--- src/rtl/nrf24_spi_pkg.sv ---
// Shared definitions for the nRF24L01 SPI transaction sequencer: state encoding,
// transfer limits and the radio command opcodes used by the command FSM.
package nrf24_spi_pkg;

  typedef enum logic [2:0] {
    ST_IDLE  = 3'd0,
    ST_SETUP = 3'd1,
    ST_LOAD  = 3'd2,
    ST_SHIFT = 3'd3,
    ST_HOLD  = 3'd4,
    ST_GAP   = 3'd5
  } nrf_state_e;

  localparam int         NRF_MAX_XFER_BYTES = 33;
  localparam logic [7:0] NRF_CMD_NOP        = 8'hFF;
  localparam logic [7:0] NRF_CMD_W_REGISTER = 8'h20;
  localparam logic [7:0] NRF_CMD_R_REGISTER = 8'h00;

  // Command byte plus at most 32 payload bytes; zero-length requests are meaningless.
  function automatic logic nrf_count_ok(input logic [5:0] n);
    return (n != 6'd0) && (n <= 6'(NRF_MAX_XFER_BYTES));
  endfunction

endpackage

--- src/rtl/spi_sck_edge_gen.sv ---
// Half-period counter that runs only while enabled and marks where SCK should
// rise and fall; it restarts from a clean low phase every time it is re-enabled.
module spi_sck_edge_gen #(
  parameter int CLK_DIV = 10
) (
  input  logic clk,
  input  logic reset,
  input  logic i_en,
  output logic o_rise,
  output logic o_fall
);

  localparam int             CW        = $clog2(CLK_DIV);
  localparam logic [CW-1:0]  HALF_LAST = CW'(CLK_DIV / 2 - 1);

  logic [CW-1:0] r_cnt;
  logic          r_phase;
  logic          w_last;

  assign w_last = i_en && (r_cnt == HALF_LAST);
  assign o_rise = w_last && !r_phase;
  assign o_fall = w_last && r_phase;

  always_ff @(posedge clk or posedge reset) begin
    if (reset) begin
      r_cnt   <= '0;
      r_phase <= 1'b0;
    end else if (!i_en) begin
      r_cnt   <= '0;
      r_phase <= 1'b0;
    end else if (w_last) begin
      r_cnt   <= '0;
      r_phase <= ~r_phase;
    end else begin
      r_cnt   <= r_cnt + 1'b1;
    end
  end

endmodule

--- src/rtl/nrf24_spi_xfer_ctrl.sv ---
// SPI mode-0 master that frames one nRF24L01 command (1..33 bytes) under CSN,
// pulling bytes from the command FSM and returning each MISO byte as it completes.
module nrf24_spi_xfer_ctrl
  import nrf24_spi_pkg::*;
#(
  parameter int CLK_DIV   = 10,
  parameter int CSN_SETUP = 2,
  parameter int CSN_HOLD  = 2,
  parameter int CSN_GAP   = 5
) (
  input  logic       clk,
  input  logic       reset,
  input  logic       start,
  input  logic [5:0] byte_count,
  output logic       busy,
  input  logic [7:0] tx_data,
  input  logic       tx_valid,
  output logic       tx_ready,
  output logic [7:0] rx_data,
  output logic       rx_valid,
  output logic       done,
  output logic       spi_sck,
  output logic       spi_mosi,
  input  logic       spi_miso,
  output logic       spi_csn,
  output logic [2:0] o_dbg_state
);

  localparam int TMAX = (CSN_SETUP > CSN_HOLD) ?
                        ((CSN_SETUP > CSN_GAP) ? CSN_SETUP : CSN_GAP) :
                        ((CSN_HOLD > CSN_GAP) ? CSN_HOLD : CSN_GAP);
  localparam int TW = (TMAX < 2) ? 1 : $clog2(TMAX);
  localparam logic [TW-1:0] SETUP_LAST = TW'(CSN_SETUP - 1);
  localparam logic [TW-1:0] HOLD_LAST  = TW'(CSN_HOLD - 1);
  localparam logic [TW-1:0] GAP_LAST   = TW'(CSN_GAP - 1);

  nrf_state_e    r_state;
  logic [TW-1:0] r_tcnt;
  logic [5:0]    r_remaining;
  logic [2:0]    r_bit_cnt;
  logic [7:0]    r_shreg;
  logic [7:0]    r_rx_data;
  logic          r_rx_valid;
  logic          r_done;
  logic          r_busy;
  logic          r_tx_ready;
  logic          r_sck;
  logic          r_mosi;
  logic          r_csn;
  logic          w_rise;
  logic          w_fall;

  spi_sck_edge_gen #(
    .CLK_DIV (CLK_DIV)
  ) u_edge_gen (
    .clk    (clk),
    .reset  (reset),
    .i_en   (r_state == ST_SHIFT),
    .o_rise (w_rise),
    .o_fall (w_fall)
  );

  always_ff @(posedge clk or posedge reset) begin
    if (reset) begin
      r_state     <= ST_IDLE;
      r_tcnt      <= '0;
      r_remaining <= '0;
      r_bit_cnt   <= '0;
      r_shreg     <= '0;
      r_rx_data   <= '0;
      r_rx_valid  <= 1'b0;
      r_done      <= 1'b0;
      r_busy      <= 1'b0;
      r_tx_ready  <= 1'b0;
      r_sck       <= 1'b0;
      r_mosi      <= 1'b0;
      r_csn       <= 1'b1;
    end else begin
      r_rx_valid <= 1'b0;
      r_done     <= 1'b0;
      case (r_state)
        ST_IDLE: begin
          if (start && nrf_count_ok(byte_count)) begin
            r_state     <= ST_SETUP;
            r_csn       <= 1'b0;
            r_busy      <= 1'b1;
            r_remaining <= byte_count;
            r_tcnt      <= '0;
          end
        end
        ST_SETUP: begin
          if (r_tcnt == SETUP_LAST) begin
            r_tcnt     <= '0;
            r_state    <= ST_LOAD;
            r_tx_ready <= 1'b1;
          end else begin
            r_tcnt <= r_tcnt + 1'b1;
          end
        end
        ST_LOAD: begin
          if (tx_valid) begin
            r_shreg    <= tx_data;
            r_mosi     <= tx_data[7];
            r_tx_ready <= 1'b0;
            r_state    <= ST_SHIFT;
          end
        end
        ST_SHIFT: begin
          // After each rise shreg[7] already holds the next bit to present on MOSI.
          if (w_rise) begin
            r_sck   <= 1'b1;
            r_shreg <= {r_shreg[6:0], spi_miso};
          end else if (w_fall) begin
            r_sck     <= 1'b0;
            r_mosi    <= r_shreg[7];
            r_bit_cnt <= r_bit_cnt + 1'b1;
            if (r_bit_cnt == 3'd7) begin
              r_rx_data  <= r_shreg;
              r_rx_valid <= 1'b1;
              if (r_remaining != 6'd0) begin
                r_remaining <= r_remaining - 1'b1;
              end
              if (r_remaining <= 6'd1) begin
                r_state <= ST_HOLD;
              end else begin
                r_state    <= ST_LOAD;
                r_tx_ready <= 1'b1;
              end
            end
          end
        end
        ST_HOLD: begin
          if (r_tcnt == HOLD_LAST) begin
            r_tcnt  <= '0;
            r_csn   <= 1'b1;
            r_state <= ST_GAP;
          end else begin
            r_tcnt <= r_tcnt + 1'b1;
          end
        end
        ST_GAP: begin
          if (r_tcnt == GAP_LAST) begin
            r_tcnt  <= '0;
            r_state <= ST_IDLE;
            r_done  <= 1'b1;
            r_busy  <= 1'b0;
          end else begin
            r_tcnt <= r_tcnt + 1'b1;
          end
        end
        default: begin
          r_state <= ST_IDLE;
        end
      endcase
    end
  end

  assign busy        = r_busy;
  assign tx_ready    = r_tx_ready;
  assign rx_data     = r_rx_data;
  assign rx_valid    = r_rx_valid;
  assign done        = r_done;
  assign spi_sck     = r_sck;
  assign spi_mosi    = r_mosi;
  assign spi_csn     = r_csn;
  assign o_dbg_state = r_state;

endmodule

--- config.mk ---
export PLATFORM = sky130hd
export DESIGN_NAME = nrf24_spi_xfer_ctrl
export DESIGN_NICKNAME = d
export VERILOG_FILES = /design/src/rtl/nrf24_spi_pkg.sv /design/src/rtl/spi_sck_edge_gen.sv /design/src/rtl/nrf24_spi_xfer_ctrl.sv
export SDC_FILE = /design/constraint.sdc
export NUM_CORES = 1
export LEC_CHECK = 0
export BUFFER_PORTS_ARGS = -buffer_cell sky130_fd_sc_hd__buf_4
export CORE_AREA = 2 2 70 72
export CTS_CLUSTER_SIZE = 30
export DETAILED_ROUTE_END_ITERATION = 10
export DIE_AREA = 0 0 72 74
export PLACE_DENSITY = 0.85
export SLEW_MARGIN = 20
export SYNTH_ARGS = -nofsm -noshare
export SYNTH_HDL_FRONTEND = slang
export SYNTH_SLANG_ARGS = --single-unit
export TNS_END_PERCENT = 50
--- constraint.sdc ---
create_clock -name clk -period 1.66 [get_ports clk]
set_input_delay 0.415 -clock clk [delete_from_list [all_inputs] [get_ports clk]]
set_output_delay 0.415 -clock clk [all_outputs]
set_load 0.02 [all_outputs]
## Word-level counts from Yosys, hierarchy flattened

Index checks and enable logic that the tools add are counted.

| storage, ports and cells | value |
|---|---|
| register bits | 43 |
| bits of input ports | 19 |
| output and inout port bits | 18 |
| logic and storage cells | 123 |

| cells by class | value |
|---|---|
| $add $sub $neg | 4 |
| magnitude comparators | 2 |
| equality and inequality tests | 21 |
| mux-type cells | 51 |
| bitwise gates (word level) | 2 |
| reduce and logical (&&, ||, !) cells | 28 |

Operator list:

| operator | number |
|---|---|
| 3-bit two-way mux | 12 |
| 6-bit two-way mux | 5 |
| 2-bit != test (second input constant) | 12 |
| 1-bit two-way mux | 22 |
| 3-bit case mux with 6 select lines | 1 |
| 8-bit two-way mux | 2 |
| 8-bit case mux with 2 select lines | 1 |
| 3-bit == test (second input constant) | 4 |
| 6-bit case mux with 2 select lines | 1 |
| 3-bit AND reduction | 4 |
| 6-bit nonzero test | 2 |
| 2-bit nonzero test | 5 |
| 3-bit case mux with 3 select lines | 1 |
| 4-bit two-way mux | 2 |
| 4-bit AND reduction | 2 |
| 8-bit AND reduction | 1 |
| 7-bit AND reduction | 1 |
| 3-bit by 1-bit adder with 3-bit output (second input constant) | 2 |
| 3-bit by 1-bit == test with 1-bit output (second input constant) | 2 |
| 3-bit by 2-bit == test with 1-bit output (second input constant) | 2 |
| 6-bit by 1-bit less-or-equal comparator with 1-bit output (second input constant) | 1 |
| 6-bit less-or-equal comparator (second input constant) | 1 |
| 1-bit case mux with 2 select lines | 3 |
| 6-bit AND reduction | 1 |
| other kinds (11) | 18 |

## Depth between registers and ports, before layout

Gate-level depths: netlist of the first run.

| logic depth | value |
|---|---|
| depth in word-level cells | 6 |
| mapped depth | 7 |
| depth with buffers taken out | 7 |

## By module

Synthesis of the first run repeated with hierarchy kept, for this count alone.

| second synthesis, totals | value |
|---|---|
| cells, all modules | 215 |
| area, all modules | 2293.4 µm² |

By module, submodules not included:

| module | instances | cells each | area an instance (µm²) | sequential area each (µm²) |
|---|---|---|---|---|
| nrf24_spi_xfer_ctrl | 1 | 189 | 2014.4 | 952.2 |
| spi_sck_edge_gen | 1 | 26 | 279.0 | 125.1 |

## Worst setup path before layout of the first run

No wires, ideal clock.

| timing path | value |
|---|---|
| path kind | input to register |
| start point | in byte_count[4] |
| end point | reg r_remaining[1] |
| library setup time | 0.125 ns |
| arrival | 1.848 ns |
| data required time | 1.535 ns |
| path slack | -0.313 ns |
| stages on the path | 5 |
| path buffers | 1 |
| cells stage by stage | o41a_1 > a2111o_1 > and2_4 > buf_6 > mux2_4 |

| between the ends | value |
|---|---|
| word-level cells in the longest chain between the ends | 5 |
| elaborated cells on any way between the ends | 6 |
| classes of those cells | 1 x order compare; 1 x eq/ne; 4 x reduce/logical |

RTL lines:

| what | RTL line | text |
|---|---|---|
| start, declared | nrf24_spi_xfer_ctrl.sv:14 | `input logic [5:0] byte_count,` |
| 6-bit less-or-equal comparator or 6-bit nonzero test (tied branches) | nrf24_spi_pkg.sv:21 | `return (n != 6'd0) && (n <= 6'(NRF_MAX_XFER_BYTES));` |
| 1-bit logical AND (*) | nrf24_spi_pkg.sv:21 |  |
| 1-bit logical AND (*) | nrf24_spi_xfer_ctrl.sv:83 | `if (start && nrf_count_ok(byte_count)) begin` |
| 2-bit != test (no source line) (*) | n/a |  |
| 6-bit AND reduction (no source line) (*) | n/a |  |
| end signal, assigned | nrf24_spi_xfer_ctrl.sv:87 | `r_remaining <= byte_count;` |
| end signal, assigned | nrf24_spi_xfer_ctrl.sv:121 | `r_remaining <= r_remaining - 1'b1;` |
| end, declared | nrf24_spi_xfer_ctrl.sv:39 | `logic [5:0] r_remaining;` |

Mark *: on every way between the ends. The rest lies on a longest branch, timed or not.
A chain may end at the register's enable or synchronous reset.

## Worst setup path after layout of the first run

| timing path | value |
|---|---|
| start point | reg r_bit_cnt[0] |
| end point | reg r_remaining[1] |

| between the ends | value |
|---|---|
| word-level cells in the longest chain between the ends | 3 |

RTL lines:

| what | RTL line | text |
|---|---|---|
| start, declared | nrf24_spi_xfer_ctrl.sv:40 | `logic [2:0] r_bit_cnt;` |
| start signal, assigned | nrf24_spi_xfer_ctrl.sv:116 | `r_bit_cnt <= r_bit_cnt + 1'b1;` |
| 3-bit == test | nrf24_spi_xfer_ctrl.sv:117 | `if (r_bit_cnt == 3'd7) begin` |
| 2-bit != test (no source line) | n/a |  |
| 6-bit AND reduction (no source line) | n/a |  |

No other way between the ends.

==> run_summary.xml, run 1 <==
<?xml version="1.0" encoding="UTF-8"?>
<metrics>
  <group name="finish">
    <metric name="finish.cell_count_without_fillers" unit="">368</metric>
    <metric name="final_net_count" unit="">341</metric>
    <metric name="layout.cells.most_common_list" unit="">71 x sky130_fd_sc_hd__buf_4, 49 x sky130_fd_sc_hd__nand2_1, 39 x sky130_fd_sc_hd__dfrtp_1, 17 x sky130_fd_sc_hd__a21oi_1, 12 x sky130_fd_sc_hd__nor2_1</metric>
    <metric name="areaGrowthSynthToFinish" unit="%">38.3</metric>
    <metric name="fin_area" unit="mm^2">0.00309</metric>
    <metric name="diodes" unit="">0</metric>
    <metric name="drive_above_1_share" unit="%">35.0</metric>
    <metric name="finalCoreUtilization" unit="%">67.2</metric>
    <metric name="layout.cells.most_common" unit="">sky130_fd_sc_hd__buf_4</metric>
  </group>
  <group name="floorplanning">
    <metric name="core.rowCount" unit="">25</metric>
    <metric name="top_level_ports" unit="">37</metric>
    <metric name="placeableCoreArea" unit="mm^2">0.00460</metric>
    <metric name="die-width" unit="um">72</metric>
    <metric name="initial_core_util" unit="%">48.6</metric>
    <metric name="floorplan.die_area" unit="mm^2">0.00533</metric>
    <metric name="die-height" unit="um">74</metric>
  </group>
  <group name="placement">
    <metric name="buffer_ports.inserted" unit="">36</metric>
    <metric name="dpl.hpwl" unit="mm">3.65</metric>
    <metric name="final_weighted_congestion_of_routability_driven_global_placement" unit="">0.872</metric>
    <metric name="detailed_place.area" unit="mm^2">0.00284</metric>
    <metric name="numPlacedInstances" unit="">354</metric>
  </group>
  <group name="critical_path">
    <metric name="worst-r2r-cell-count" unit="">6</metric>
    <metric name="launching_element_type_of_the_critical_path" unit="">flop</metric>
    <metric name="cp_cell_sequence" unit="">ha_1, ha_1, and3_1, o2111ai_2, and2_4, mux2_4</metric>
    <metric name="crit_family" unit="">simple AND/OR/NAND/NOR gates</metric>
    <metric name="critical_path.slowest_cell" unit="">sky130_fd_sc_hd__dfrtp_1</metric>
    <metric name="critical-path-top-cell-by-count" unit="">sky130_fd_sc_hd__ha_1</metric>
    <metric name="critical_path.endpoint_type" unit="">flop</metric>
    <metric name="critPathMaxStageDelay" unit="ns">0.39</metric>
    <metric name="crit_buf_inv" unit="">0</metric>
    <metric name="timing_worst_setup_path_type" unit="">reg -&gt; reg</metric>
    <metric name="timing.critical_path.arrival" unit="ns">1.94</metric>
    <metric name="r2r-start" unit="">r_bit_cnt[0]</metric>
    <metric name="worst_r2r_endpoint" unit="">r_remaining[1]</metric>
    <metric name="path_max_fanout" unit="">3</metric>
    <metric name="worst-endpoint-required" unit="ns">1.83</metric>
    <metric name="flop2flop_setup_slack" unit="ns">-0.10</metric>
  </group>
  <group name="cts">
    <metric name="ctsHtreeMaxLevel" unit="">2</metric>
    <metric name="clk_pin_slew_worst_paths" unit="ns">0.08</metric>
    <metric name="clockRootBuffer" unit="">sky130_fd_sc_hd__clkbuf_8</metric>
    <metric name="cts_tree" unit="">yes</metric>
    <metric name="insertion_delay" unit="ns">0.29</metric>
    <metric name="clock_sink_count" unit="">43</metric>
    <metric name="clock_tree.buffer_depth" unit="">2</metric>
    <metric name="cts_inserted_buffers" unit="">5</metric>
  </group>
  <group name="routing">
    <metric name="detailroute.wirelength.met3" unit="um">226</metric>
    <metric name="met2_wirelength" unit="mm">2.68</metric>
    <metric name="detail_route.wirelength.met1" unit="mm">2.28</metric>
    <metric name="routed_wirelength" unit="mm">5.25</metric>
    <metric name="drc" unit="">0</metric>
    <metric name="detail_route.iter0.violations" unit="">121</metric>
    <metric name="vias" unit="">2036</metric>
    <metric name="top_layer" unit="">met4</metric>
    <metric name="route.antenna.remaining_nets" unit="">0</metric>
    <metric name="routed_via_density" unit="">5.53</metric>
    <metric name="detail_route.wl_per_cell" unit="um">14.3</metric>
    <metric name="detailedRoute.firstPassIterationCount" unit="">4</metric>
  </group>
  <group name="pwr">
    <metric name="p_total" unit="mW">1.95</metric>
    <metric name="power_report.internal_total" unit="mW">1.55</metric>
    <metric name="pwr-share-clk" unit="%">40.7</metric>
    <metric name="pwr_density_cell" unit="mW/mm^2">633</metric>
    <metric name="power.combinational.fraction" unit="%">5.0</metric>
    <metric name="power.static_leakage" unit="nW">1.48</metric>
    <metric name="switching_share" unit="%">20.5</metric>
    <metric name="power.switching" unit="uW">400</metric>
    <metric name="pwr-share-seq" unit="%">54.2</metric>
    <metric name="worst_ir_drop_vdd" unit="mV">0.396</metric>
  </group>
  <group name="timing">
    <metric name="final_period_demand_of_the_worst_path" unit="ns">1.76</metric>
    <metric name="hold_viol_final" unit="">0</metric>
    <metric name="tightestPinTransition" unit="ns">0.369</metric>
    <metric name="final-setup-viol-count" unit="">10</metric>
    <metric name="unrepaired_setup_endpoints_after_global_routing" unit="">true</metric>
    <metric name="clock_skew" unit="ns">0.00860</metric>
    <metric name="post-route-worst-setup-slack" unit="ns">-0.103</metric>
    <metric name="clock.fmax" unit="MHz">567</metric>
    <metric name="ratio_of_final_minimum_period_to_clock_period" unit="%">106</metric>
    <metric name="timing.final.max_slew_violations" unit="">0</metric>
    <metric name="max_slew_margin" unit="%">74.8</metric>
  </group>
  <group name="grt">
    <metric name="pin_count_of_the_biggest_net_entering_global_routing" unit="">44</metric>
    <metric name="grt_overflow_total" unit="">0</metric>
    <metric name="grt_pass1_vias" unit="">1967</metric>
    <metric name="first_pass_grt_wire_length" unit="mm">8.74</metric>
    <metric name="antenna_violations_before_repair" unit="">0</metric>
    <metric name="globalRouteTotalUtil" unit="%">20.8</metric>
  </group>
  <group name="min_path">
    <metric name="holdCritPathClass" unit="">in -&gt; async</metric>
  </group>
  <group name="logic_synthesis">
    <metric name="synth_ff_type" unit="">sky130_fd_sc_hd__dfrtp_1</metric>
    <metric name="yosysUniqueCellTypes" unit="">46</metric>
    <metric name="syn-mean-instance-area" unit="um^2">9.31</metric>
    <metric name="synthesis.area" unit="mm^2">0.00223</metric>
    <metric name="synth.net_count" unit="">268</metric>
    <metric name="synth_edf_count" unit="">0</metric>
    <metric name="share_of_synthesized_flip_flops_with_an_asynchronous_set_or_reset" unit="%">100</metric>
    <metric name="synth-seq-area-share" unit="%">48.2</metric>
    <metric name="synthCells" unit="">240</metric>
    <metric name="ys_seq_elements" unit="">43</metric>
    <metric name="synth.yosys.warnings" unit="">0</metric>
  </group>
  <group name="status">
    <metric name="violations" unit="">negative setup slack</metric>
    <metric name="status" unit="">complete, but fails checks</metric>
  </group>
  <group name="flow_run">
    <metric name="number_of_max_cap_violations" unit="">0</metric>
  </group>
</metrics>
-- power groups by stage --
stage / logic (mW) / clock network, mW / registers [mW]
after CTS: 0.0967 / 0.817 / 1.06
after floorplan: 0.0332 / 0 / 1.08
after global routing: 0.109 / 0.857 / 1.06
final: 0.0981 / 0.796 / 1.06
after global placement: 0.0935 / 0 / 1.08
after detailed placement: 0.0960 / 0 / 1.08
-- synth_stat cells, types with 3 or more instances --
cell type	n	area share [%]
sky130_fd_sc_hd__o211ai_1	6	2.0
sky130_fd_sc_hd__o21ai_0	8	1.8
sky130_fd_sc_hd__ha_1	9	5.0
sky130_fd_sc_hd__xnor2_1	3	1.2
sky130_fd_sc_hd__nand3_1	9	2.0
sky130_fd_sc_hd__nor2_1	12	2.0
sky130_fd_sc_hd__a21oi_1	17	3.8
sky130_fd_sc_hd__clkbuf_1	11	1.8
sky130_fd_sc_hd__dfrtp_1	42	47
sky130_fd_sc_hd__a41oi_1	8	3.1
sky130_fd_sc_hd__nand2b_1	3	0.84
sky130_fd_sc_hd__nand2_1	49	8.2
sky130_fd_sc_hd__a31oi_1	6	1.7
sky130_fd_sc_hd__inv_1	11	1.8
sky130_fd_sc_hd__and3_1	4	1.1
sky130_fd_sc_hd__or3_1	3	0.84
sky130_fd_sc_hd__nor3_1	3	0.67
-- through the flow --
stage	setup WS (ns)	TNS, ns	hold WS (ns)
after detailed placement	-0.198	-1.59	0.463
after floorplan	-0.257	-0.803	0.452
final	-0.103	-0.422	0.184
after global routing	-0.141	-1.29	0.190
after CTS	-0.0714	-0.274	0.181
after global placement	-0.167	-1.20	0.458
-- logic make-up (layout without fill, tap and decap cells) --
logic type | Yosys count | after routing | synth area share, %
adders and majority gates | 9 | 9 | 5.04
AOI/OAI and AO/OA | 60 | 60 | 18.6
xor gates and xnor gates | 4 | 4 | 1.57
DFF | 43 | 43 | 48.2
and+or+nand+nor | 95 | 95 | 19.6
muxes | 5 | 5 | 2.58
buffers and inverters | 24 | 98 | 4.37
-- metal layers --
metal  up-vias  global-route usage (%)
li1       1003                       -
met2        47                    36.1
met1       979                    26.4
met5         -                       0
met3         7                    3.66
met4         0                    7.55
-- cell type report --
cell class                      count  area (um^2)
Fill cell                         345         1510
Multi-Input combinational cell    173         1140
Sequential cell                    43         1080
Timing Repair Buffer               78          638
Clock buffer                        6         72.6
Tap cell                           54         67.6
Inverter                           12         47.5
Clock inverter                      2         37.5
-- registers in the layout, summed over array words and instances (netlist names), 3 cells and up --
name / flops
r_bit_cnt: 3
r_tcnt: 3
u_edge_gen.r_cnt: 4
r_remaining: 6
o_dbg_state: 3
r_shreg: 8
rx_data: 8
-- worst reg2reg max path, stage by stage (launching register included) --
cell	delay, ns
sky130_fd_sc_hd__dfrtp_1	0.39
sky130_fd_sc_hd__ha_1	0.20
sky130_fd_sc_hd__ha_1	0.19
sky130_fd_sc_hd__and3_1	0.22
sky130_fd_sc_hd__o2111ai_2	0.12
sky130_fd_sc_hd__and2_4	0.23
sky130_fd_sc_hd__mux2_4	0.29
-- how the worst max path moves through the flow --
stage / startpoint / end / slack (ns) / cells after the start
finish: r_bit_cnt[0] / r_remaining[1] / -0.10 / 6
detailed placement: byte_count[4] / r_remaining[1] / -0.20 / 5
global placement: byte_count[4] / r_remaining[1] / -0.17 / 5
CTS: o_dbg_state[2] / r_remaining[1] / -0.07 / 4
floorplan: o_dbg_state[2] / r_remaining[1] / -0.26 / 5
global route: r_remaining[5] / r_remaining[1] / -0.14 / 4
-- timing repair --
action,4_1_cts,5_1_grt
pin swaps,5,7
cloned,0,0
setup buffers,1,5
hold buffers,0,0
setup endpoints to repair,16,22
gates resized for setup,7,15
Note: power is estimated with default switching activity, not from simulation.
==> run 2, diff against run 1 <==
--- a/config.mk
+++ b/config.mk
@@ -5,12 +5,14 @@
 export SDC_FILE = /design/constraint.sdc
 export NUM_CORES = 1
 export LEC_CHECK = 0
+export ABC_AREA = 1
 export BUFFER_PORTS_ARGS = -buffer_cell sky130_fd_sc_hd__buf_4
 export CORE_AREA = 2 2 70 72
+export CTS_BUF_LIST = sky130_fd_sc_hd__clkbuf_8
 export CTS_CLUSTER_SIZE = 30
 export DETAILED_ROUTE_END_ITERATION = 10
 export DIE_AREA = 0 0 72 74
-export PLACE_DENSITY = 0.85
+export PLACE_DENSITY = 0.87
 export SLEW_MARGIN = 20
 export SYNTH_ARGS = -nofsm -noshare
 export SYNTH_HDL_FRONTEND = slang
==> run 2 against run 1 <==
Net effect:
- the flow now finishes without violations
- worst hold slack improved by 0.0013 ns
- non-clock buffer count decreased by 29
- global-route usage decreased by 0.60 points
- die area unchanged
- critical endpoint is now rx_data[2]
- largest cell class unchanged
==> run_summary.xml, run 2 <==
<?xml version="1.0" encoding="UTF-8"?>
<metrics>
  <group name="status">
    <metric name="status" unit="">complete, no violations</metric>
  </group>
  <group name="pwr">
    <metric name="power.switching" unit="mW">2.02</metric>
    <metric name="switching_share" unit="%">43.0</metric>
    <metric name="worst_ir_drop_vdd" unit="mV">0.746</metric>
    <metric name="pwr-share-clk" unit="%">16.6</metric>
    <metric name="pwr-share-seq" unit="%">34.0</metric>
    <metric name="pwr_density_cell" unit="mW/mm^2">1640</metric>
    <metric name="power.static_leakage" unit="nW">1.51</metric>
    <metric name="power_report.internal_total" unit="mW">2.67</metric>
    <metric name="power.combinational.fraction" unit="%">49.4</metric>
  </group>
  <group name="grt">
    <metric name="antenna_violations_before_repair" unit="">0</metric>
    <metric name="grt_pass1_vias" unit="">1879</metric>
    <metric name="globalRouteTotalUtil" unit="%">20.2</metric>
    <metric name="pin_count_of_the_biggest_net_entering_global_routing" unit="">44</metric>
    <metric name="grt_overflow_total" unit="">0</metric>
    <metric name="first_pass_grt_wire_length" unit="mm">8.31</metric>
  </group>
  <group name="critical_path">
    <metric name="worst-endpoint-required" unit="ns">1.84</metric>
    <metric name="timing_worst_setup_path_type" unit="">reg -&gt; reg</metric>
    <metric name="critical_path.endpoint_type" unit="">flop</metric>
    <metric name="path_max_fanout" unit="">17</metric>
    <metric name="launching_element_type_of_the_critical_path" unit="">flop</metric>
    <metric name="timing.critical_path.arrival" unit="ns">1.73</metric>
  </group>
  <group name="finish">
    <metric name="layout.cells.most_common_list" unit="">103 x sky130_fd_sc_hd__nand2_1, 48 x sky130_fd_sc_hd__buf_4, 41 x sky130_fd_sc_hd__dfrtp_1, 32 x sky130_fd_sc_hd__inv_1, 24 x sky130_fd_sc_hd__o21ai_0</metric>
    <metric name="finalCoreUtilization" unit="%">62.0</metric>
    <metric name="fillers" unit="">397</metric>
    <metric name="final_net_count" unit="">373</metric>
    <metric name="finish.cell_count_without_fillers" unit="">399</metric>
    <metric name="areaGrowthSynthToFinish" unit="%">22.9</metric>
    <metric name="drive_above_1_share" unit="%">23.8</metric>
    <metric name="diodes" unit="">0</metric>
    <metric name="layout.cells.most_common" unit="">sky130_fd_sc_hd__nand2_1</metric>
  </group>
  <group name="logic_synthesis">
    <metric name="yosysMostFrequentCell" unit="">sky130_fd_sc_hd__nand2_1</metric>
    <metric name="yosysUniqueCellTypes" unit="">24</metric>
    <metric name="post-synth-top-area-cell" unit="">sky130_fd_sc_hd__dfrtp_1</metric>
    <metric name="synthCells" unit="">295</metric>
    <metric name="post_synth_fa_ha_maj_area_fraction" unit="%">4.85</metric>
    <metric name="synth.yosys.warnings" unit="">0</metric>
    <metric name="synth_simple_gate_area_share" unit="%">29.9</metric>
    <metric name="ys_top_cells_by_area" unit="">sky130_fd_sc_hd__dfrtp_1 45%, sky130_fd_sc_hd__nand2_1 17%, sky130_fd_sc_hd__inv_1 5.3%</metric>
    <metric name="synth_edf_count" unit="">0</metric>
    <metric name="syn-mean-instance-area" unit="um^2">7.86</metric>
    <metric name="synthesis.area" unit="mm^2">0.00232</metric>
    <metric name="synth_commonest_cells" unit="">104 x sky130_fd_sc_hd__nand2_1, 42 x sky130_fd_sc_hd__dfrtp_1, 33 x sky130_fd_sc_hd__inv_1</metric>
    <metric name="synth.net_count" unit="">323</metric>
    <metric name="synthMuxAreaShare" unit="%">0</metric>
    <metric name="ys_seq_elements" unit="">43</metric>
    <metric name="dominant_combinational_cell_family_by_area_after_synthesis" unit="">simple AND/OR/NAND/NOR gates</metric>
    <metric name="synth_top_area_share" unit="%">45.3</metric>
    <metric name="synth_ff_type" unit="">sky130_fd_sc_hd__dfrtp_1</metric>
    <metric name="synth_compound_area_share" unit="%">9.76</metric>
    <metric name="synth_xor_xnor_area_share" unit="%">1.51</metric>
    <metric name="share_of_synthesized_flip_flops_with_an_asynchronous_set_or_reset" unit="%">100</metric>
    <metric name="synth-seq-area-share" unit="%">46.4</metric>
  </group>
  <group name="routing">
    <metric name="routed_via_density" unit="">5.04</metric>
    <metric name="detailedRoute.firstPassIterationCount" unit="">4</metric>
    <metric name="detail_route.iter0.violations" unit="">147</metric>
    <metric name="routed_wirelength" unit="mm">4.87</metric>
    <metric name="route.antenna.remaining_nets" unit="">0</metric>
    <metric name="vias" unit="">2010</metric>
    <metric name="drc" unit="">0</metric>
    <metric name="detail_route.wl_per_cell" unit="um">12.2</metric>
  </group>
  <group name="timing">
    <metric name="hold_viol_final" unit="">0</metric>
    <metric name="final_period_demand_of_the_worst_path" unit="ns">1.55</metric>
    <metric name="clock_skew" unit="ns">0.00402</metric>
    <metric name="tightestPinTransition" unit="ns">0.227</metric>
    <metric name="timing.hold.ws" unit="ns">0.185</metric>
    <metric name="clock.fmax" unit="MHz">647</metric>
    <metric name="final-setup-viol-count" unit="">0</metric>
    <metric name="max_slew_margin" unit="%">84.8</metric>
    <metric name="timing.final.max_slew_violations" unit="">0</metric>
    <metric name="ratio_of_final_minimum_period_to_clock_period" unit="%">93.2</metric>
  </group>
  <group name="flow_run">
    <metric name="number_of_max_cap_violations" unit="">0</metric>
  </group>
  <group name="cts">
    <metric name="cts_tree" unit="">yes</metric>
    <metric name="clock_sink_count" unit="">43</metric>
    <metric name="ctsHoldBuffers" unit="">0</metric>
    <metric name="ctsHtreeMaxLevel" unit="">2</metric>
    <metric name="clk_pin_slew_worst_paths" unit="ns">0.08</metric>
    <metric name="insertion_delay" unit="ns">0.29</metric>
    <metric name="clock_tree.buffer_depth" unit="">2</metric>
    <metric name="cts_inserted_buffers" unit="">5</metric>
    <metric name="clockRootBuffer" unit="">sky130_fd_sc_hd__clkbuf_8</metric>
  </group>
  <group name="floorplanning">
    <metric name="initial_core_util" unit="%">50.4</metric>
    <metric name="floorplan.die_area" unit="mm^2">0.00533</metric>
    <metric name="core.rowCount" unit="">25</metric>
    <metric name="top_level_ports" unit="">37</metric>
    <metric name="die-width" unit="um">72</metric>
    <metric name="placeableCoreArea" unit="mm^2">0.00460</metric>
    <metric name="die-height" unit="um">74</metric>
  </group>
  <group name="placement">
    <metric name="buffer_ports.inserted" unit="">36</metric>
    <metric name="numPlacedInstances" unit="">388</metric>
    <metric name="final_weighted_congestion_of_routability_driven_global_placement" unit="">0.883</metric>
    <metric name="dpl.hpwl" unit="mm">3.44</metric>
  </group>
  <group name="min_path">
    <metric name="holdCritPathClass" unit="">in -&gt; async</metric>
  </group>
</metrics>
[run 2: changes by cell type in the layout (fill, tap and decap cells not counted), sizes merged, moves of 5 or more]
cell | before | now
a21oi | 17 | 3
a31oi | 6 | 1
a41oi | 8 | 0
buf | 78 | 49
inv | 12 | 36
nand2 | 49 | 108
nand3 | 9 | 21
nor2 | 12 | 26
o211ai | 6 | 0
o21ai | 9 | 32
[run 2: stage by stage]
stage / cell area (um^2) / power, mW / setup TNS (ns) / setup WS (ns)
finish: 2850 / 4.68 / 0 / 0.113
global route: 2850 / 5.12 / -0.0114 / -0.0114
CTS: 2800 / 4.54 / 0 / 0.0229
detailed placement: 2700 / 3.74 / 0 / 0.0338
global placement: 2700 / 3.67 / 0 / 0.0885
floorplan: 2320 / 3.15 / 0 / 0.0356
[run 2: power by group through the flow]
stage	combinational (mW)	clock, mW	sequential, mW
6_report	2.31	0.779	1.59
5_1_grt	2.66	0.838	1.62
2_1_floorplan	1.52	0	1.63
3_5_place_dp	2.14	0	1.60
4_1_cts	2.17	0.788	1.59
3_3_place_gp	2.08	0	1.59
[run 2: what timing repair did]
item	4_1_cts	5_1_grt
gates resized for setup	0	9
setup buffers	0	4
setup endpoints to repair	0	25
[run 2: kinds of logic (layout without fill, tap and decap cells)]
logic type               after synthesis  in the layout
AND/OR/NAND/NOR                      160            160
AO/OA/AOI/OAI                         38             38
adder cells (fa/ha/maj)                9              9
buffers and inverters                 41             91
flip-flops                            43             43
XOR/XNOR                               4              4
[run 2: path summary, 6_finish.rpt]
kind / start / end / slack, ns / depth (start not counted)
worst max-delay path: u_edge_gen.r_cnt[0] / rx_data[2] / 0.11 / 9
worst min-delay path: reset / spi_mosi / 0.19 / 3
worst max register to register: u_edge_gen.r_cnt[0] / rx_data[2] / 0.11 / 9
worst min register to register: r_bit_cnt[0] / r_bit_cnt[0] / 0.48 / 1
max in group asynchronous: reset / spi_csn / 1.22 / 3
min in group clk: tx_data[0] / r_shreg[0] / 0.41 / 5
[run 2: critical path: stages, from the launching register on]
cell and delay [ns]:
sky130_fd_sc_hd__dfrtp_1 0.41, sky130_fd_sc_hd__inv_1 0.07, sky130_fd_sc_hd__ha_2 0.19, sky130_fd_sc_hd__nand3_2 0.13, sky130_fd_sc_hd__nor2_4 0.14, sky130_fd_sc_hd__inv_2 0.06, sky130_fd_sc_hd__nor2_4 0.11, sky130_fd_sc_hd__nand2_4 0.15
sky130_fd_sc_hd__nand2_1 0.12, sky130_fd_sc_hd__o21ai_2 0.05
[run 2: cell type report]
type,instances,area (um^2),share of cell area [%]
sequential,43,1080,37.8
timing repair buffer,49,380,13.3
clock buffer,5,68.8,2.41
clock inverter,2,33.8,1.18
inverter,35,131,4.61
tap,54,67.6,2.37
multi-input combinational,211,1090,38.3
[run 2: routing by layer]
layer  routed length, um  vias up  global-route usage, %  part of all wire [%]
li1                    -     1030                      -                     -
met1                2320      928                   26.5                    48
met2                2300       48                   32.8                    47
met3                 197        4                   4.34                   4.0
met4                  53        0                   8.81                   1.1
met5                   0        -                      0                     0
==> run 3, diff against run 2 <==
--- a/config.mk
+++ b/config.mk
@@ -7,14 +7,15 @@
 export LEC_CHECK = 0
 export ABC_AREA = 1
 export BUFFER_PORTS_ARGS = -buffer_cell sky130_fd_sc_hd__buf_4
-export CORE_AREA = 2 2 70 72
+export CORE_AREA = 2 2 69 71
 export CTS_BUF_LIST = sky130_fd_sc_hd__clkbuf_8
 export CTS_CLUSTER_SIZE = 30
 export DETAILED_ROUTE_END_ITERATION = 10
-export DIE_AREA = 0 0 72 74
-export PLACE_DENSITY = 0.87
+export DIE_AREA = 0 0 71 73
+export PLACE_DENSITY = 0.88
 export SLEW_MARGIN = 20
 export SYNTH_ARGS = -nofsm -noshare
 export SYNTH_HDL_FRONTEND = slang
+export SYNTH_HIERARCHICAL = 1
 export SYNTH_SLANG_ARGS = --single-unit
 export TNS_END_PERCENT = 50
==> run 3 against run 2 <==
Net effect:
- non-clock buffer count increased by 8
- area after synthesis decreased by 0.70%
- sequential cell count unchanged
- the flow now finishes with violations (negative setup slack)
- core utilization increased by 2.8 points
- clock-buffer cell count unchanged
- critical path depth increased by 4
- worst hold slack got worse by 0.17 ns
- final area increased by 3.0%
- largest cell class is now registers
- sequential power about the same
- first-iteration DRC count increased by 56%
- wire length increased by 3.6%
- worst setup slack got worse by 0.28 ns
- critical endpoint is now r_remaining[1]
==> run_summary.xml, run 3 <==
<?xml version="1.0" encoding="UTF-8"?>
<metrics>
  <group name="status">
    <metric name="status" unit="">complete, but fails checks</metric>
    <metric name="violations" unit="">negative setup slack</metric>
  </group>
  <group name="finish">
    <metric name="fin_area" unit="mm^2">0.00294</metric>
    <metric name="finish.cell_count_without_fillers" unit="">403</metric>
    <metric name="drive_above_1_share" unit="%">25.8</metric>
    <metric name="layout.cells.most_common" unit="">sky130_fd_sc_hd__nand2_1</metric>
    <metric name="finalCoreUtilization" unit="%">64.8</metric>
    <metric name="layout.cells.most_common_list" unit="">87 x sky130_fd_sc_hd__nand2_1, 54 x sky130_fd_sc_hd__buf_4, 39 x sky130_fd_sc_hd__dfrtp_1, 38 x sky130_fd_sc_hd__inv_1</metric>
    <metric name="final_net_count" unit="">376</metric>
    <metric name="areaGrowthSynthToFinish" unit="%">27.5</metric>
    <metric name="diodes" unit="">0</metric>
  </group>
  <group name="logic_synthesis">
    <metric name="yosysMostFrequentCell" unit="">sky130_fd_sc_hd__nand2_1</metric>
    <metric name="synth.net_count" unit="">320</metric>
    <metric name="synth_ff_type" unit="">sky130_fd_sc_hd__dfrtp_1</metric>
    <metric name="yosysUniqueCellTypes" unit="">26</metric>
    <metric name="synth_top_area_share" unit="%">45.6</metric>
    <metric name="synth_edf_count" unit="">0</metric>
    <metric name="share_of_synthesized_flip_flops_with_an_asynchronous_set_or_reset" unit="%">100</metric>
    <metric name="ys_seq_elements" unit="">43</metric>
    <metric name="synth.yosys.warnings" unit="">6</metric>
    <metric name="synth_commonest_cells" unit="">91 x sky130_fd_sc_hd__nand2_1, 42 x sky130_fd_sc_hd__dfrtp_1, 39 x sky130_fd_sc_hd__inv_1</metric>
    <metric name="syn-mean-instance-area" unit="um^2">7.89</metric>
    <metric name="post-synth-top-area-cell" unit="">sky130_fd_sc_hd__dfrtp_1</metric>
    <metric name="synthCells" unit="">292</metric>
    <metric name="ys_top_cells_by_area" unit="">sky130_fd_sc_hd__dfrtp_1 46%, sky130_fd_sc_hd__nand2_1 15%, sky130_fd_sc_hd__inv_1 6.4%</metric>
    <metric name="synthesis.area" unit="mm^2">0.00230</metric>
    <metric name="synth-seq-area-share" unit="%">46.8</metric>
  </group>
  <group name="placement">
    <metric name="numPlacedInstances" unit="">390</metric>
    <metric name="dpl.hpwl" unit="mm">3.51</metric>
    <metric name="buffer_ports.inserted" unit="">36</metric>
    <metric name="dpl_worst_slack" unit="ns">-0.0840</metric>
    <metric name="final_weighted_congestion_of_routability_driven_global_placement" unit="">0.862</metric>
    <metric name="detailed_place.area" unit="mm^2">0.00273</metric>
  </group>
  <group name="timing">
    <metric name="ratio_of_final_minimum_period_to_clock_period" unit="%">110</metric>
    <metric name="final_period_demand_of_the_worst_path" unit="ns">1.82</metric>
    <metric name="totalNegativeSetupSlack" unit="ns">-1.34</metric>
    <metric name="tightestPinTransition" unit="ns">0.272</metric>
    <metric name="timing.final.max_slew_violations" unit="">0</metric>
    <metric name="hold_viol_final" unit="">0</metric>
    <metric name="clock_skew" unit="ns">0.00723</metric>
    <metric name="unrepaired_setup_endpoints_after_global_routing" unit="">true</metric>
    <metric name="max_slew_margin" unit="%">81.7</metric>
    <metric name="post-route-worst-setup-slack" unit="ns">-0.162</metric>
    <metric name="timing.hold.ws" unit="ns">0.0181</metric>
    <metric name="final-setup-viol-count" unit="">21</metric>
    <metric name="clock.fmax" unit="MHz">549</metric>
  </group>
  <group name="routing">
    <metric name="routed_wirelength" unit="mm">5.04</metric>
    <metric name="routed_via_density" unit="">5.11</metric>
    <metric name="vias" unit="">2060</metric>
    <metric name="detail_route.wl_per_cell" unit="um">12.5</metric>
    <metric name="detail_route.iter0.violations" unit="">229</metric>
    <metric name="drc" unit="">0</metric>
    <metric name="detailedRoute.firstPassIterationCount" unit="">4</metric>
    <metric name="route.antenna.remaining_nets" unit="">0</metric>
  </group>
  <group name="cts">
    <metric name="ctsHtreeMaxLevel" unit="">2</metric>
    <metric name="clock_tree.buffer_depth" unit="">2</metric>
    <metric name="ctsHoldBuffers" unit="">0</metric>
    <metric name="cts_tree" unit="">yes</metric>
    <metric name="clk_pin_slew_worst_paths" unit="ns">0.09</metric>
    <metric name="clock_sink_count" unit="">43</metric>
    <metric name="insertion_delay" unit="ns">0.30</metric>
    <metric name="cts_inserted_buffers" unit="">5</metric>
    <metric name="clockRootBuffer" unit="">sky130_fd_sc_hd__clkbuf_8</metric>
  </group>
  <group name="pwr">
    <metric name="worst_ir_drop_vdd" unit="mV">0.966</metric>
    <metric name="power.static_leakage" unit="nW">1.55</metric>
    <metric name="p_total" unit="mW">4.86</metric>
    <metric name="pwr_density_cell" unit="mW/mm^2">1650</metric>
  </group>
  <group name="critical_path">
    <metric name="critical_path.endpoint_type" unit="">flop</metric>
    <metric name="critical_path.slowest_cell" unit="">sky130_fd_sc_hd__dfrtp_1</metric>
    <metric name="r2r-start" unit="">u_edge_gen/r_cnt[1]</metric>
    <metric name="worst-endpoint-required" unit="ns">1.91</metric>
    <metric name="launching_element_type_of_the_critical_path" unit="">flop</metric>
    <metric name="timing_worst_setup_path_type" unit="">reg -&gt; reg</metric>
    <metric name="crit_family" unit="">simple AND/OR/NAND/NOR gates</metric>
    <metric name="startpoint" unit="">u_edge_gen/r_cnt[1]</metric>
    <metric name="timing.critical_path.arrival" unit="ns">2.07</metric>
    <metric name="path_max_fanout" unit="">6</metric>
    <metric name="critPathMaxStageDelay" unit="ns">0.39</metric>
    <metric name="crit_buf_inv" unit="">3</metric>
    <metric name="cp_cell_sequence" unit="">inv_1, ha_2, nand2_2, nor2_2, nand2_1, nor2_2, nand2_2, o21ai_4, inv_2, a21oi_4, buf_6, nand3_1, nand2_1</metric>
  </group>
  <group name="grt">
    <metric name="antenna_violations_before_repair" unit="">0</metric>
    <metric name="globalRouteTotalUtil" unit="%">20.3</metric>
    <metric name="grt_pass1_vias" unit="">1973</metric>
    <metric name="pin_count_of_the_biggest_net_entering_global_routing" unit="">39</metric>
    <metric name="first_pass_grt_wire_length" unit="mm">8.36</metric>
    <metric name="grt_overflow_total" unit="">0</metric>
  </group>
  <group name="floorplanning">
    <metric name="core.rowCount" unit="">25</metric>
    <metric name="die-height" unit="um">73</metric>
    <metric name="placeableCoreArea" unit="mm^2">0.00454</metric>
    <metric name="top_level_ports" unit="">37</metric>
    <metric name="die-width" unit="um">71</metric>
    <metric name="initial_core_util" unit="%">50.8</metric>
    <metric name="floorplan.die_area" unit="mm^2">0.00518</metric>
  </group>
  <group name="min_path">
    <metric name="holdCritPathClass" unit="">in -&gt; async</metric>
  </group>
  <group name="flow_run">
    <metric name="number_of_max_cap_violations" unit="">0</metric>
  </group>
</metrics>
==> run 3: cell count changes in the layout (fill, tap and decap cells not counted), moves of 3 or more <==
cell	delta
sky130_fd_sc_hd__nand3_1	+3
sky130_fd_sc_hd__o211ai_1	+7
sky130_fd_sc_hd__inv_2	-3
sky130_fd_sc_hd__nor2_1	-3
sky130_fd_sc_hd__o21ai_2	-8
sky130_fd_sc_hd__nand2_2	+3
sky130_fd_sc_hd__inv_1	+6
sky130_fd_sc_hd__o21ai_1	+3
sky130_fd_sc_hd__nand2_1	-16
sky130_fd_sc_hd__buf_4	+6
sky130_fd_sc_hd__nor2_2	+3
==> run 3: metal layers <==
| layer | up-vias | track usage, % | routed length (um) |
|---|---|---|---|
| li1 | 1035 | - | - |
| met1 | 975 | 24.6 | 2210 |
| met2 | 44 | 35.7 | 2600 |
| met3 | 6 | 3.87 | 186 |
| met4 | 0 | 7.97 | 50 |
| met5 | - | 0 | 0 |
==> run 3: worst paths after layout <==
path / depth (start not counted) / end / slack, ns
max in group asynchronous: 3 / spi_csn / 1.24
min in group clk: 3 / r_shreg[4] / 0.37
setup / recovery: 13 / r_remaining[1] / -0.16
hold / removal: 2 / u_edge_gen/r_phase / 0.02
setup reg to reg: 13 / r_remaining[1] / -0.16
hold reg to reg: 1 / r_bit_cnt[0] / 0.48
==> run 3: power by group <==
| group | total (mW) | internal [mW] | switching (mW) | leakage, nW |
|---|---|---|---|---|
| Combinational | 2.44 | 0.977 | 1.46 | 0.939 |
| Clock | 0.850 | 0.456 | 0.394 | 0.0587 |
| Sequential | 1.57 | 1.35 | 0.222 | 0.553 |
| Total | 4.86 | 2.78 | 2.08 | 1.55 |
==> run 3: repair_timing <==
item,4_1_cts,5_1_grt
setup buffers,2,3
pin swaps,3,3
endpoints found under the setup margin,21,30
gates resized for setup,3,14
gates cloned,0,0
==> run 3: logic make-up after synthesis <==
group / share of synthesized area, %
AND/OR/NAND/NOR: 28.4
buffers and inverters: 9.23
flip-flops: 46.8
AO/OA/AOI/OAI: 9.61
adder cells (fa/ha/maj): 4.89
XOR/XNOR: 1.14
==> run 3: final cells by class <==
class                   count  area (um^2)
fillers                   350         1600
clock buffers               5         68.8
flip-flops and latches     43         1080
repair buffers             57          448
clock inverters             3         47.5
inverters                  40          155
well taps                  54         67.6
multi-input cells         201         1070
==> run 3: worst reg2reg max path: cells and delay by family, from the launching register on <==
family                     cells  cell delay, ns
AOI/OAI and AO/OA              2            0.37
adders and majority gates      1            0.19
DFF                            1            0.39
buffers and inverters          3            0.28
and+or+nand+nor                7            0.56
